## config.mk

```make
export PLATFORM = sky130hd
export DESIGN_NAME = game_flow_ctrl
export DESIGN_NICKNAME = d
export VERILOG_FILES = /design/src/rtl/game_pkg.sv /design/src/rtl/frame_delay_counter.sv /design/src/rtl/game_flow_ctrl.sv
export SDC_FILE = /design/constraint.sdc
export NUM_CORES = 1
export LEC_CHECK = 0
export ABC_AREA = 0
export BUFFER_PORTS_ARGS = -buffer_cell sky130_fd_sc_hd__buf_2
export CELL_PAD_IN_SITES_DETAIL_PLACEMENT = 2
export CELL_PAD_IN_SITES_GLOBAL_PLACEMENT = 2
export CORE_MARGIN = 2
export CORE_UTILIZATION = 33
export DETAILED_ROUTE_END_ITERATION = 16
export PLACE_DENSITY = 0.77
export SKIP_LAST_GASP = 1
export SLEW_MARGIN = 20
export SYNTH_ARGS = -nofsm -noshare
export SYNTH_HDL_FRONTEND = slang
export SYNTH_SLANG_ARGS = --single-unit
```

## constraint.sdc

```tcl
create_clock -name Clk -period 3.29 [get_ports Clk]
set_input_delay 0.1645 -clock Clk [delete_from_list [all_inputs] [get_ports Clk]]
set_output_delay 0.1645 -clock Clk [all_outputs]
set_load 0.01 [all_outputs]
```

## src/rtl/game_pkg.sv

```systemverilog
// Shared encodings for the Frogger round sequencer, timer and renderer.
package game_pkg;

    typedef enum logic [1:0] {
        GS_TITLE = 2'b00,
        GS_PLAY  = 2'b01,
        GS_OVER  = 2'b10,
        GS_CLEAR = 2'b11
    } game_state_e;

    typedef enum logic [2:0] {
        ST_TITLE,
        ST_PLAY,
        ST_DEATH,
        ST_CLEAR,
        ST_OVER
    } fsm_state_e;

    localparam int SCORE_W     = 16;
    localparam int LEVEL_W     = 4;
    localparam int FRAME_CNT_W = 8;

    localparam logic [LEVEL_W-1:0] LEVEL_MAX = 4'd15;

    // The death animation is still "play" as far as the timer and renderer care.
    function automatic game_state_e to_game_state(input fsm_state_e s);
        case (s)
            ST_PLAY, ST_DEATH: return GS_PLAY;
            ST_CLEAR:          return GS_CLEAR;
            ST_OVER:           return GS_OVER;
            default:           return GS_TITLE;
        endcase
    endfunction

endpackage

```

## src/rtl/frame_delay_counter.sv

```systemverilog
// Frame-paced delay counter shared by the death and level-clear sequences.
module frame_delay_counter
    import game_pkg::*;
(
    input  logic                   Clk,
    input  logic                   Reset,
    input  logic                   clr,
    input  logic                   frame_en,
    input  logic [FRAME_CNT_W-1:0] len,
    output logic                   done
);

    logic [FRAME_CNT_W-1:0] count_q;
    logic [FRAME_CNT_W-1:0] count_d;

    always_comb begin
        count_d = count_q;
        if (clr) begin
            count_d = '0;
        end else if (frame_en) begin
            count_d = count_q + 1'b1;
        end
    end

    // Fires on the frame edge that completes the len-th frame.
    assign done = frame_en && !clr && (count_q == FRAME_CNT_W'(len - 1'b1));

    always_ff @(posedge Clk) begin
        if (Reset) begin
            count_q <= '0;
        end else begin
            count_q <= count_d;
        end
    end

endmodule

```

## src/rtl/game_flow_ctrl.sv

```systemverilog
// Frogger round sequencer: turns raw game events into the frame-paced
// title/play/death/clear/over flow, and owns lives, homes, level and score.
module game_flow_ctrl
    import game_pkg::*;
#(
    parameter int                   START_LIVES    = 3,
    parameter int                   HOMES_TO_CLEAR = 5,
    parameter logic [7:0]           DEATH_FRAMES   = 8'd90,
    parameter logic [7:0]           CLEAR_FRAMES   = 8'd120,
    parameter logic [SCORE_W-1:0]   HOME_POINTS    = 16'd50
) (
    input  logic                Clk,
    input  logic                Reset,
    input  logic                frame_clk_rising_edge,
    input  logic                start_key,
    input  logic                frog_hit,
    input  logic                frog_home,
    input  logic [7:0]          TimeLeft,
    output logic [1:0]          GameState,
    output logic                TimerReset,
    output logic                is_dead_delayed,
    output logic                frog_freeze,
    output logic [1:0]          Lives,
    output logic [2:0]          HomesFilled,
    output logic [LEVEL_W-1:0]  Level,
    output logic [SCORE_W-1:0]  Score
);

    fsm_state_e           state_q, state_d;
    logic [1:0]           lives_q, lives_d;
    logic [2:0]           homes_q, homes_d;
    logic [LEVEL_W-1:0]   level_q, level_d;
    logic [SCORE_W-1:0]   score_q, score_d;
    logic                 timer_reset_q, timer_reset_d;
    logic                 dead_q, dead_d;
    logic                 start_prev_q;

    logic                 start_edge;
    logic                 time_out;
    logic                 in_delay;
    logic                 delay_done;
    logic [2:0]           homes_inc;
    logic [SCORE_W:0]     score_sum;

    assign start_edge = start_key && !start_prev_q;
    // The timer needs a cycle to reload after TimerReset, so a zero right then is stale.
    assign time_out   = (TimeLeft == 8'd0) && !timer_reset_q;
    assign in_delay   = (state_q == ST_DEATH) || (state_q == ST_CLEAR);
    assign homes_inc  = homes_q + 3'd1;
    assign score_sum  = {1'b0, score_q} + {1'b0, HOME_POINTS} + (SCORE_W+1)'(TimeLeft);

    frame_delay_counter u_delay (
        .Clk      (Clk),
        .Reset    (Reset),
        .clr      (!in_delay),
        .frame_en (in_delay && frame_clk_rising_edge),
        .len      ((state_q == ST_DEATH) ? DEATH_FRAMES : CLEAR_FRAMES),
        .done     (delay_done)
    );

    always_comb begin
        state_d       = state_q;
        lives_d       = lives_q;
        homes_d       = homes_q;
        level_d       = level_q;
        score_d       = score_q;
        timer_reset_d = 1'b0;
        dead_d        = 1'b0;

        case (state_q)
            ST_TITLE: begin
                if (start_edge) begin
                    state_d       = ST_PLAY;
                    lives_d       = 2'(START_LIVES);
                    homes_d       = '0;
                    level_d       = LEVEL_W'(1);
                    score_d       = '0;
                    timer_reset_d = 1'b1;
                end
            end
            ST_PLAY: begin
                // A home reached in the same cycle as a death never counts.
                if (frog_hit || time_out) begin
                    state_d = ST_DEATH;
                end else if (frog_home) begin
                    homes_d       = homes_inc;
                    score_d       = score_sum[SCORE_W] ? '1 : score_sum[SCORE_W-1:0];
                    timer_reset_d = 1'b1;
                    if (homes_inc == 3'(HOMES_TO_CLEAR)) begin
                        state_d = ST_CLEAR;
                    end
                end
            end
            ST_DEATH: begin
                if (delay_done) begin
                    dead_d  = 1'b1;
                    lives_d = (lives_q == 2'd0) ? 2'd0 : lives_q - 2'd1;
                    state_d = (lives_q <= 2'd1) ? ST_OVER : ST_PLAY;
                end
            end
            ST_CLEAR: begin
                if (delay_done) begin
                    state_d       = ST_PLAY;
                    homes_d       = '0;
                    level_d       = (level_q == LEVEL_MAX) ? level_q : level_q + 1'b1;
                    timer_reset_d = 1'b1;
                end
            end
            ST_OVER: begin
                if (start_edge) begin
                    state_d = ST_TITLE;
                end
            end
            default: state_d = ST_TITLE;
        endcase
    end

    always_ff @(posedge Clk) begin
        if (Reset) begin
            state_q       <= ST_TITLE;
            lives_q       <= '0;
            homes_q       <= '0;
            level_q       <= LEVEL_W'(1);
            score_q       <= '0;
            timer_reset_q <= 1'b0;
            dead_q        <= 1'b0;
            start_prev_q  <= 1'b0;
        end else begin
            state_q       <= state_d;
            lives_q       <= lives_d;
            homes_q       <= homes_d;
            level_q       <= level_d;
            score_q       <= score_d;
            timer_reset_q <= timer_reset_d;
            dead_q        <= dead_d;
            start_prev_q  <= start_key;
        end
    end

    assign GameState       = to_game_state(state_q);
    assign TimerReset      = timer_reset_q;
    assign is_dead_delayed = dead_q;
    assign frog_freeze     = (state_q != ST_PLAY);
    assign Lives           = lives_q;
    assign HomesFilled     = homes_q;
    assign Level           = level_q;
    assign Score           = score_q;

endmodule

```

==> summary.txt <==
MaxCap Viol Count: 0
pwr/cell area: 499 nW/um^2
Worst Path Arrival: 3.00 ns
fmax: 357 MHz
Slew headroom: 59.6%
Cell Area, Synth: 2430 um^2
cells along the critical path: ha_1 -> ha_1 -> a211oi_1 -> o21ai_0 -> o2111ai_1 -> buf_4 -> a21oi_1 -> a21o_1
cell leakage power: 1.28 nW
Clk pin slew, worst setup/hold paths: 0.09 ns
ys async rst share: 0%
starting density of the core: 33.9%
Seq/Total Area, Yosys: 32.1%
first-pass GRT wire length: 12.4 mm
total power: 1.44 mW
Area Overhead vs Synth: 18.9%
Largest delay share family, worst path: compound AO/OA/AOI/OAI gates
I/O Buffers: 43
grt ovf: 0
Synth Instances: 288
via count: 2339
die height: 89.9 um
antenna viol nets, final: 0
Std-Cell Rows: 31
largest net degree at the start of global routing: 24
max incr delay on CP: 0.58 ns
skew final: 0.00629 ns
total track usage: 18.4%
routability congestion estimate: 0.779
clk_lat worst skew: 0.30 ns
Worst EP required: 3.49 ns
Yosys cell types: 58
Fin Hold WS: 0.101 ns
CTS Hold Bufs: 0
max-slew violations: 0
critical path peak fanout: 7
hold path start: start_key
Vias/cell: 5.41
final setup TNS: 0 ns
Setup crit end kind: flop
area taken by multi-input logic gates: 1520 um^2
# IOs: 44
layout cells sized above 1: 19.5%
DR DRC count: 0
Setup Viol. Count Final: 0
Synth Register Bits: 39
final WL: 7.17 mm
DRT Pass-1 Iters: 4
Reg area: 781 um^2
Hold Fails Final Rpt: 0
clk root buf: clkbuf_8
Worst-Margin Slew: 0.600 ns
crit path max-delay cell type: o2111ai_1
HPWL Detailed: 5.43 mm
post-CTS setup buffer count: 0
cell repeated most along the worst path: ha_1
Avg WL per Cell: 16.6 um
RSZ-0062 raised after global routing: false
Die W: 89.9 um
CP Launch Point: Score[2]
Max H-tree Level: 2
CORE AREA: 7180 um^2
worst vdd ir: 0.236 mV
worst-case clock buffer depth: 2
vias in the first global route: 2495
mean post-synth cell area: 8.45 um^2
outcome: complete, no violations
synth warn: 0
Layout Nets: 367
Final period util: 85.1%
worst path buffer plus inverter count: 1
final instance area: 2890 um^2
CTS buffer count: 5
Syn Nets: 323
CTS resizes: 0
WS Path Type: flop to flop
placed cell area: 2760 um^2
Synth Flop Type: dfxtp_1
die area: 8070 um^2
initial antenna violation count: 0
min-delay worst type: input pin to flop
EDFF count, synth: 0
Worst setup SP type: flop
crit path time final: 2.80 ns
clk sink count: 39
Filler Cell Count: 858
CTS tree: done
Crit Reg-Reg Startpoint: Score[2]
DR iter-0 viols: 58
n_diodes: 0
sequential cells by signal, summed over array words and instances, names as in the netlist:
signal / count
u_delay.count_q: 8
Level: 4
Lives: 2
Score: 16
is_dead_delayed: 1
state_q: 3
start_prev_q: 1
TimerReset: 1
HomesFilled: 3
report_power, final:
part           total [mW]  internal [mW]  switching (mW)  leakage, nW
clock network       0.498          0.304           0.194       0.0654
registers           0.542          0.502          0.0398        0.316
logic               0.405          0.162           0.242        0.897
layout make-up:
cell class,count,area share [%]
Clock buffer,6,2.51
Clock inverter,2,2.08
Inverter,23,2.99
Multi-Input combinational cell,215,52.4
Sequential cell,39,27.0
Tap cell,99,4.28
Timing Repair Buffer,48,8.74
stage by stage:
stage          utilization (%)  setup WS (ns)  instances
3_5_place_dp              38.4          0.507        424
6_report                  40.3          0.491        432
3_3_place_gp              38.4          0.582        424
4_1_cts                   40.3          0.471        432
2_1_floorplan                -          0.881        288
5_1_grt                   40.3          0.277        432
final timing paths:
check                                     to  slack [ns]  depth (start not counted)
worst max-delay path                Score[6]        0.49                          8
worst min-delay path            start_prev_q        0.10                          2
worst max register to register      Score[6]        0.49                          8
worst min register to register      Score[4]        0.49                          1
per-layer routing:
metal	vias to the layer above	global-route usage [%]	part of all wire, %
met5	-	0	0
met4	0	5.13	0.70
met3	6	3.69	3.7
met2	42	32.3	50
met1	1155	23.0	46
li1	1136	-	-
placed cells by master (no fill, tap or decap), types with 5 or more instances in the layout:
cell | netlist | final
a21o_1 | 8 | 8
a21oi_1 | 17 | 17
buf_2 | 1 | 43
buf_4 | 0 | 5
clkbuf_8 | 0 | 5
dfxtp_1 | 39 | 39
ha_1 | 20 | 20
inv_1 | 23 | 23
nand2_1 | 20 | 20
nand3_1 | 12 | 12
nor2_1 | 23 | 23
nor3_1 | 9 | 9
o2111ai_1 | 5 | 5
o21ai_0 | 14 | 14
xnor2_1 | 10 | 10
synthesized netlist by cell type (3+ instances only):
library cell	instances	area (um^2)
a211o_1	3	26.3
nor3_1	9	45.0
xor2_1	4	35.0
a21o_1	8	60.1
or4_1	4	30.0
nand2_1	20	75.1
nor2b_1	4	25.0
a21oi_1	17	85.1
nand4_1	3	18.8
dfxtp_1	39	781
inv_1	23	86.3
o211ai_1	4	30.0
clkbuf_1	9	33.8
nor2_1	23	86.3
nand2b_1	3	18.8
nand3b_1	4	30.0
o2111ai_1	5	43.8
o21a_1	3	22.5
nand3_1	12	60.1
and3_1	4	25.0
ha_1	20	250
xnor2_1	10	87.6
o21ai_0	14	70.1
worst reg2reg max path: stages, from the launching register on:
cell and delay (ns):
dfxtp_1 0.34, ha_1 0.32, ha_1 0.33, a211oi_1 0.32, o21ai_0 0.31, o2111ai_1 0.58, buf_4 0.26, a21oi_1 0.08
a21o_1 0.16
logic make-up after synthesis:
group	Yosys count	synth area share (%)
muxes	2	0.823
buffers and inverters	34	5.61
adders and majority gates	21	11.1
xor gates and xnor gates	14	5.04
and+or+nand+nor	101	22.3
DFF	39	32.1
AOI/OAI and AO/OA	77	23.0
Note: power is estimated with default switching activity, not from simulation.
